--- config.mk ---
export PLATFORM = sky130hd
export DESIGN_NAME = act_unpacker
export DESIGN_NICKNAME = d
export VERILOG_FILES = /design/src/rtl/qr_act_pkg.sv /design/src/rtl/act_lane_extract.sv /design/src/rtl/act_unpacker.sv
export SDC_FILE = /design/constraint.sdc
export NUM_CORES = 1
export LEC_CHECK = 0
export ABC_AREA = 1
export BUFFER_PORTS_ARGS = -buffer_cell sky130_fd_sc_hd__buf_2
export CORE_AREA = 2 2 108 163
export CTS_BUF_LIST = sky130_fd_sc_hd__clkbuf_4 sky130_fd_sc_hd__clkbuf_8
export DETAILED_ROUTE_END_ITERATION = 16
export DIE_AREA = 0 0 110 165
export GPL_ROUTABILITY_DRIVEN = 1
export GPL_TIMING_DRIVEN = 0
export PLACE_DENSITY = 0.53
export SLEW_MARGIN = 20
export SYNTH_ARGS = -nofsm -noshare
export SYNTH_HDL_FRONTEND = slang
export SYNTH_SLANG_ARGS = --single-unit
--- constraint.sdc ---
create_clock -name clk -period 3.5 [get_ports clk]
set_input_delay 0 -clock clk [delete_from_list [all_inputs] [get_ports clk]]
set_output_delay 0 -clock clk [all_outputs]
set_load 0.02 [all_outputs]
--- src/rtl/qr_act_pkg.sv ---
// Shared types and helpers for the quantized-activation unpacker.
// Holds the FSM state encoding, legal element widths and lane-count arithmetic.
package qr_act_pkg;

    typedef enum logic [1:0] {
        IDLE,
        LOAD,
        EMIT
    } act_unpack_state_t;

    localparam logic [3:0] BITS_INT2 = 4'd2;
    localparam logic [3:0] BITS_INT4 = 4'd4;
    localparam logic [3:0] BITS_INT8 = 4'd8;

    // Anything other than 2 or 4 is handled as an INT8 element.
    function automatic logic [3:0] norm_bits(input logic [3:0] bits);
        case (bits)
            BITS_INT2: return BITS_INT2;
            BITS_INT4: return BITS_INT4;
            default:   return BITS_INT8;
        endcase
    endfunction

    function automatic int lanes_per_word(input logic [3:0] bits, input int word_width);
        case (bits)
            BITS_INT2: return word_width >> 1;
            BITS_INT4: return word_width >> 2;
            default:   return word_width >> 3;
        endcase
    endfunction

endpackage

--- src/rtl/act_lane_extract.sv ---
// Combinational lane picker: selects one packed element from a word, extends it
// according to signedness and subtracts the extended zero point.
module act_lane_extract
    import qr_act_pkg::*;
#(
    parameter int wordWidth     = 32,
    parameter int maxInputWidth = 8,
    parameter int outWidth      = 10,
    parameter int laneWidth     = 4
) (
    input  logic [wordWidth-1:0]     word,
    input  logic [laneWidth-1:0]     lane,
    input  logic [3:0]               bits,
    input  logic                     is_unsigned,
    input  logic [maxInputWidth-1:0] zero_point,
    output logic [outWidth-1:0]      out_data
);

    localparam int SHW = $clog2(wordWidth);

    logic [SHW-1:0]           shamt;
    logic [maxInputWidth-1:0] field;
    logic                     sign_en;
    logic [outWidth-1:0]      raw_ext;
    logic [outWidth-1:0]      zp_ext;

    // Bit offset is lane*bits; widths are powers of two so a shift suffices.
    always_comb begin
        sign_en = !is_unsigned;
        case (bits)
            BITS_INT2: shamt = SHW'({lane, 1'b0});
            BITS_INT4: shamt = SHW'({lane, 2'b00});
            default:   shamt = SHW'({lane, 3'b000});
        endcase
        field = maxInputWidth'(word >> shamt);
        case (bits)
            BITS_INT2: raw_ext = {{(outWidth-2){sign_en & field[1]}}, field[1:0]};
            BITS_INT4: raw_ext = {{(outWidth-4){sign_en & field[3]}}, field[3:0]};
            default:   raw_ext = {{(outWidth-8){sign_en & field[7]}}, field[7:0]};
        endcase
        zp_ext   = {{(outWidth-maxInputWidth){sign_en & zero_point[maxInputWidth-1]}}, zero_point};
        out_data = raw_ext - zp_ext;
    end

endmodule

--- src/rtl/act_unpacker.sv ---
// Streams zero-point-corrected INT2/4/8 activations, one per beat, from packed words.
// Optional ACT_UNPACKER_STALL_CNT_EN adds a saturating stall_cnt output.
module act_unpacker
    import qr_act_pkg::*;
#(
    parameter int wordWidth     = 32,
    parameter int maxInputWidth = 8,
    parameter int outWidth      = 10,
    parameter int cntWidth      = 16
) (
    input  logic                     clk,
    input  logic                     nrst,
    input  logic                     start,
    input  logic                     cfg_unsigned,
    input  logic [3:0]               cfg_input_bits,
    input  logic [maxInputWidth-1:0] cfg_zero_point,
    input  logic [cntWidth-1:0]      cfg_num_elems,
    input  logic                     in_valid,
    output logic                     in_ready,
    input  logic [wordWidth-1:0]     in_data,
    output logic                     out_valid,
    input  logic                     out_ready,
    output logic [outWidth-1:0]      out_data,
    output logic                     out_last,
    output logic                     busy,
    output logic                     done
`ifdef ACT_UNPACKER_STALL_CNT_EN
    ,
    output logic [31:0]              stall_cnt
`endif
);

    localparam int LANE_W = $clog2(wordWidth / 2);

    act_unpack_state_t        state, state_nxt;
    logic [wordWidth-1:0]     word_q;
    logic [LANE_W-1:0]        lane_q;
    logic [cntWidth-1:0]      elem_cnt;
    logic [cntWidth-1:0]      num_q;
    logic [3:0]               bits_q;
    logic                     uns_q;
    logic [maxInputWidth-1:0] zp_q;
    logic                     done_q;
    logic                     done_nxt;
    logic                     start_ok;
    logic                     in_hs;
    logic                     out_hs;
    logic                     final_elem;
    logic                     last_lane;

    assign final_elem = (elem_cnt == (num_q - cntWidth'(1)));
    assign last_lane  = (lane_q == LANE_W'(lanes_per_word(bits_q, wordWidth) - 1));

    always_comb begin
        state_nxt = state;
        done_nxt  = 1'b0;
        start_ok  = 1'b0;
        in_hs     = (state == LOAD) && in_valid;
        out_hs    = (state == EMIT) && out_ready;
        case (state)
            IDLE: begin
                if (start) begin
                    start_ok = 1'b1;
                    if (cfg_num_elems == '0) begin
                        done_nxt = 1'b1;
                    end else begin
                        state_nxt = LOAD;
                    end
                end
            end
            LOAD: begin
                if (in_valid) begin
                    state_nxt = EMIT;
                end
            end
            EMIT: begin
                if (out_ready) begin
                    if (final_elem) begin
                        state_nxt = IDLE;
                        done_nxt  = 1'b1;
                    end else if (last_lane) begin
                        state_nxt = LOAD;
                    end
                end
            end
            default: state_nxt = IDLE;
        endcase
    end

    assign in_ready  = (state == LOAD);
    assign out_valid = (state == EMIT);
    assign busy      = (state != IDLE);
    assign out_last  = out_valid && final_elem;
    assign done      = done_q;

    always_ff @(posedge clk or negedge nrst) begin
        if (!nrst) begin
            state  <= IDLE;
            done_q <= 1'b0;
        end else begin
            state  <= state_nxt;
            done_q <= done_nxt;
        end
    end

    // Configuration is frozen for the whole tensor once start is accepted.
    always_ff @(posedge clk or negedge nrst) begin
        if (!nrst) begin
            bits_q <= BITS_INT8;
            uns_q  <= 1'b0;
            zp_q   <= '0;
            num_q  <= '0;
        end else if (start_ok) begin
            bits_q <= norm_bits(cfg_input_bits);
            uns_q  <= cfg_unsigned;
            zp_q   <= cfg_zero_point;
            num_q  <= cfg_num_elems;
        end
    end

    always_ff @(posedge clk or negedge nrst) begin
        if (!nrst) begin
            word_q   <= '0;
            lane_q   <= '0;
            elem_cnt <= '0;
        end else begin
            if (in_hs) begin
                word_q <= in_data;
                lane_q <= '0;
            end else if (out_hs && !last_lane) begin
                lane_q <= lane_q + LANE_W'(1);
            end
            if (start_ok) begin
                elem_cnt <= '0;
            end else if (out_hs) begin
                elem_cnt <= elem_cnt + cntWidth'(1);
            end
        end
    end

    act_lane_extract #(
        .wordWidth    (wordWidth),
        .maxInputWidth(maxInputWidth),
        .outWidth     (outWidth),
        .laneWidth    (LANE_W)
    ) u_extract (
        .word       (word_q),
        .lane       (lane_q),
        .bits       (bits_q),
        .is_unsigned(uns_q),
        .zero_point (zp_q),
        .out_data   (out_data)
    );

`ifdef ACT_UNPACKER_STALL_CNT_EN
    logic stall_event;
    assign stall_event = ((state == EMIT) && !out_ready) || ((state == LOAD) && !in_valid);

    always_ff @(posedge clk or negedge nrst) begin
        if (!nrst) begin
            stall_cnt <= '0;
        end else if (start_ok) begin
            stall_cnt <= '0;
        end else if (stall_event && (stall_cnt != '1)) begin
            stall_cnt <= stall_cnt + 32'd1;
        end
    end
`endif

endmodule

* Yosys cells after proc, flatten, opt, wreduce, memory -nomap -nowiden
Cells that the tools add are included.
** Word-level totals
- Output and inout bits :: 15
- Input bits :: 66
- Register bits :: 84
- Logic and storage cells :: 66
** Operators by class
- Mux-type cells :: 22
- Add/sub/neg operators :: 5
- Reduce and logical (&&, ||, !) cells :: 12
- Shift-type cells :: 1
- Bitwise operators :: 4
- Equality and inequality tests :: 13
** Operators with widths (number)
- 16-bit 2-to-1 mux :: 2
- 32-bit by 5-bit right shift with 8-bit output :: 1
- 10-bit case mux with 2 select lines :: 1
- 16-bit by 1-bit adder with 16-bit output (second input constant) :: 1
- 16-bit equality test :: 1
- 16-bit zero test :: 1
- 4-bit case mux with 2 select lines :: 2
- 16-bit by 1-bit subtractor with 16-bit output (second input constant) :: 1
- 2-bit 2-to-1 mux :: 6
- 5-bit case mux with 2 select lines :: 1
- 10-bit subtractor :: 1
- 4-bit by 2-bit equality test with 1-bit output (second input constant) :: 2
- 4-bit by 3-bit equality test with 1-bit output (second input constant) :: 2
- 4-bit 2-to-1 mux :: 2
- 1-bit 2-to-1 mux :: 6
- 2-bit inequality test (second input constant) :: 3
- 2-bit case mux with 3 select lines :: 1
- 2-bit nonzero test :: 3
- 5-bit AND reduction :: 1
- 4-bit by 1-bit adder with 4-bit output (second input constant) :: 1
- 1-bit bitwise AND :: 4
- 4-bit equality test :: 1
- 1-bit logical AND :: 4
- 4-bit by 2-bit subtractor with 4-bit output (second input constant) :: 1
- 7 further kinds :: 8

* Logic depth before layout (Yosys ltp)
- Depth after elaboration :: 8
- Mapped depth :: 23
- Gate-level depth less buffers :: 22

* Hierarchy
Synthesis repeated with hierarchy kept, for this count alone.
** Second synthesis, totals
- Cell total of the unflattened synthesis :: 901
- Area, all modules :: 6062.1 um^2
** Modules (own cells, without submodules)
- act_unpacker :: cells each 577, seq. area each 2078.2 um^2, times used 1, area an instance 4414.2 um^2
- act_lane_extract :: cells each 324, seq. area each 0.0 um^2, times used 1, area an instance 1647.8 um^2

* Worst setup path before layout
Ideal clock, no wire load.
- Path type :: reg-to-output
- From :: register bits_q[3]
- To :: output out_data[8]
- Slack :: 320 ps
- Stages on the path, launching flop included :: 23
- Arrival :: 3180 ps
- Cells stage by stage :: dfstp_2 inv_2 nand3_4 nor2_4 buf_6 buf_6 nand2_1 o21ai_0 a211oi_1 nor3_1 nor2_1 ha_1 inv_1 fa_1 nand3_1 nand3_1 nand2_1 nand2_1 a21oi_1 inv_1 a21oi_1 o21ai_0 xor2_1
** Between the ends
- Cells in the longest elaborated chain, start to end :: 6
- Elaborated cells on any way between the ends :: 9
- Classes of those cells :: add/sub (1); eq/ne (2); shift (1); mux (2); bitwise (3)
** Ends and longest elaborated chain
- start: declaration :: RTL line act_unpacker.sv:40 : logic [3:0] bits_q;
- start signal: assignment :: RTL line act_unpacker.sv:114 : bits_q <= norm_bits(cfg_input_bits);
- 4-bit by 3-bit equality test with 1-bit output or 4-bit by 2-bit equality test with 1-bit output (tied branches) :: RTL line act_lane_extract.sv:30, act_lane_extract.sv:36
- 5-bit case mux with 2 select lines :: RTL line act_lane_extract.sv:30 : case (bits)
- 32-bit by 5-bit right shift with 8-bit output :: RTL line act_lane_extract.sv:35 : field = maxInputWidth'(word >> shamt);
- 1-bit bitwise AND (on tied branches) :: RTL line act_lane_extract.sv:37, act_lane_extract.sv:38, act_lane_extract.sv:39
- 10-bit case mux with 2 select lines * :: RTL line act_lane_extract.sv:36 : case (bits)
- 10-bit subtractor * :: RTL line act_lane_extract.sv:42 : out_data = raw_ext - zp_ext;
- end: declaration :: RTL line act_unpacker.sv:23 : output logic [outWidth-1:0] out_data,
Mark *: on every way between the ends. The rest lies on a longest branch, timed or not.

* Worst setup path in the final report
Ends and elaborated chain as after synthesis.

==> flow_metrics.tcl <==
set metrics [dict create \
    ys.warnings.count 0 \
    reg2reg_to "state[1]$_DFFE_PN0P_" \
    finalPower_w 0.00771 \
    overflow 0 \
    critPathMaxFanout 7 \
    hp-class "in2reg" \
    ctsLongestPathBuffers 2 \
    r2r_setup_slack_ps 1320 \
    finalHoldViolations 0 \
    peakVddDrop_mv 0.781 \
    layout_min_cycle_time_ps 3770 \
    syn_area_per_cell_um2 6.82 \
    post-dp-hpwl_mm 13.4 \
    clk_latency_ps 390 \
    synth-seq-cells 83 \
    hp-start "cfg_input_bits[1]" \
    yosys.area.top_type "dfrtp_1" \
    setup_slack_ps -270 \
    max_freq_mhz 265 \
    via_per_inst 4.76 \
    r2r-start "num_q[0]$_DFFE_PN0P_" \
    place_ws_ps -237 \
    status "complete, but fails checks" \
    route.met2.wl_mm 9.90 \
    grt_usage_pct 20.3 \
    core_um2 16600 \
    synthTopCellsByArea "dfrtp_1, nand2_1, o21ai_0" \
    crit_type "reg2out" \
    cp.required_ps 3500 \
    netlist_area_um2 5780 \
    drt-initial-drc-count 156 \
    reg2reg_depth 15 \
    die-area_um2 18200 \
    power.density_nw_per_um2 988 \
    wl_mm 17.8 \
    worstPathArrival_ps 3770 \
    slew_headroom_pct 58.9 \
    ios 81 \
    finalSetupViolCount 3 \
    wl_per_cell_um 14.2 \
    whs_path_depth 4 \
    clkSinkCount 83 \
    crit_path_end_kind "primary output" \
    clk_pin_slew_ps 90 \
    sw_frac_of_total_pct 49.9 \
    row_count 58 \
    grt_max_degree 47 \
    synth_sequential_area_ratio_pct 35.9 \
    violations "negative setup slack" \
    synth_most_common_cell "nand2_1" \
    die_height_um 165 \
    gp_congestion 0.908 \
    cts-root-buf "clkbuf_8" \
    grt_pass1_vias 5897 \
    postRouteAntennaNets 0 \
    yosysTopAreaCellShare_pct 35.5 \
    grt_pass1_wl_mm 28.2 \
    worst_slew_pin_slew_ps 617 \
    drc 0 \
    tritoncts "built" \
    dpl.cell_count 1139 \
    rsz0062_at_grt "true" \
    p_clk_share_pct 9.5 \
    io_buffers 80 \
    worstSetupStartpointType "flop" \
    synth.distinct_cells 44 \
    synth.top_cells.by_count "nand2_1, inv_1, dfrtp_1" \
    syn_inst 848 \
    min_to "bits_q[2]$_DFFE_PN0P_" \
    drive_above_1_share_pct 21.3 \
    synth_ff_type "dfrtp_1" \
    pwr-share-comb_pct 69.4 \
    syn-num-nets 927 \
    synth_enable_flop_cells 0 \
    first_pass_iters 4 \
    slew_violations 0 \
    num_antenna_cells 0 \
    leakagePower_nw 3.90 \
    antenna_found_initial 0 \
    fin_crit_sh_pct 108 \
    htree_num_levels 3 \
    cell_internal_pwr_w 0.00386 \
    nNetsFinal 1119 \
    stdcell_count 1255 \
    syn2layout_area_growth_pct 34.9 \
    met1_length_mm 6.94 \
    fillCellCount 1756 \
    switching_power_w 0.00385 \
    async_flop_share_pct 100 \
    start_util_pct 34.8 \
    seqPwrFrac_pct 21.0 \
    top_layer "met4" \
    drv_cap 0 \
    vias 5975 \
    clock_skew_ps 15.6 \
    die_w_um 110 \
    cts_buffers 9 \
    wl_met3_um 456 \
]
==> area by class of cell <==
type | instances | area (µm²) | share of cell area (%)
multi-input combinational | 630 | 3280 | 42.1
sequential | 83 | 2080 | 26.6
timing repair buffer | 181 | 1370 | 17.5
inverter | 108 | 418 | 5.36
tap | 210 | 263 | 3.37
buffer | 27 | 199 | 2.55
clock buffer | 13 | 154 | 1.97
clock inverter | 3 | 40.0 | 0.513
==> stage by stage <==
stage / utilization (%) / hold WS (ps) / setup TNS (ps) / cell area, µm²
6_report: 46.9 / 20.4 / -295 / 7800
3_5_place_dp: 38.9 / 62.5 / -237 / 6470
2_1_floorplan: - / -296 / 0 / 5780
3_3_place_gp: 38.8 / 195 / -209 / 6440
4_1_cts: 44.9 / 20.2 / -549 / 7470
5_1_grt: 46.9 / 38.7 / -1110 / 7800
==> timing repair <==
item | in CTS | in global routing
endpoints found under the hold margin | 105 | 0
endpoints found under the setup margin | 6 | 5
hold buffers | 62 | 0
pin swaps | 8 | 16
cloned | 0 | 1
setup buffers | 17 | 22
gates resized for setup | 26 | 46
==> power by group through the flow <==
stage	combinational, W	sequential, W	clock, W
floorplan	0.00320	0.00154	0
global placement	0.00440	0.00163	0
detailed placement	0.00444	0.00163	0
CTS	0.00486	0.00161	0.000753
global route	0.00591	0.00168	0.000790
finish	0.00535	0.00162	0.000736
==> critical path, stage by stage (launching register included) <==
cell	delay (ps)
dfstp_2	550
inv_4	50
nand3_4	170
inv_4	60
nand2_4	90
buf_8	140
nand2_4	50
o21ai_4	70
nor2_2	50
a211oi_2	210
nor3_2	70
nor2_1	150
ha_2	190
inv_2	40
fa_2	390
nand3_2	80
nand3_2	70
nand2_1	60
nand2_1	70
a21oi_2	150
inv_1	70
a21oi_2	160
o21ai_2	70
xor2_1	180
buf_4	170
==> kinds of logic after synthesis <==
kind of cell	Yosys count	share of synthesized area, %
adders and majority gates	13	2.94
and+or+nand+nor	452	34.0
xor gates and xnor gates	20	3.03
DFF	83	35.9
buffers and inverters	135	10.1
AOI/OAI and AO/OA	145	14.1
==> how the worst max path moves through the flow <==
stage / startpoint / depth (start not counted) / endpoint / slack (ps)
6_report: bits_q[3]$_DFFE_PN1P_ / 24 / out_data[8] / -270
5_1_grt: bits_q[3]$_DFFE_PN1P_ / 24 / out_data[8] / -490
4_1_cts: bits_q[2]$_DFFE_PN0P_ / 24 / out_data[8] / -240
3_5_place_dp: bits_q[3]$_DFFE_PN1P_ / 24 / out_data[8] / -240
3_3_place_gp: bits_q[3]$_DFFE_PN1P_ / 24 / out_data[8] / -210
2_1_floorplan: bits_q[3]$_DFFE_PN1P_ / 22 / out_data[8] / 320
==> state kept, by name, indices dropped and copies added, names as in the netlist <==
| name | flops |
|---|---|
| uns_q | 1 |
| zp_q | 8 |
| lane_q | 4 |
| bits_q | 3 |
| elem_cnt | 16 |
| num_q | 16 |
| state | 2 |
| word_q | 32 |
| done | 1 |
==> placed cells by master (no fill, tap or decap), types with 3 or more instances in the layout <==
master / n
clkbuf_8: 9
nor2_4: 5
buf_4: 45
nand2_1: 283
nor2_1: 58
nor2_2: 8
o21ai_4: 3
dlygate4sd3_1: 62
ha_1: 10
buf_2: 76
xor2_1: 9
a21oi_1: 24
nand3_1: 51
a21oi_2: 7
inv_1: 97
inv_2: 6
buf_6: 8
o211ai_1: 4
clkbuf_4: 4
nor4_1: 4
inv_4: 5
buf_8: 3
o22ai_1: 3
o21ai_0: 65
o21ai_1: 20
nor3_1: 9
nand3_2: 8
xnor2_1: 9
nand2_2: 3
o21ai_2: 9
dfrtp_1: 82
nand2_4: 5
nand4_1: 8
clkbuf_1: 11
==> per-layer routing <==
metal | vias up | GRT usage [%]
met2 | 90 | 39.1
li1 | 3098 | -
met1 | 2755 | 21.2
met4 | 0 | 9.32
met5 | - | 0
met3 | 32 | 2.72
(Power assumes the default switching activity.)
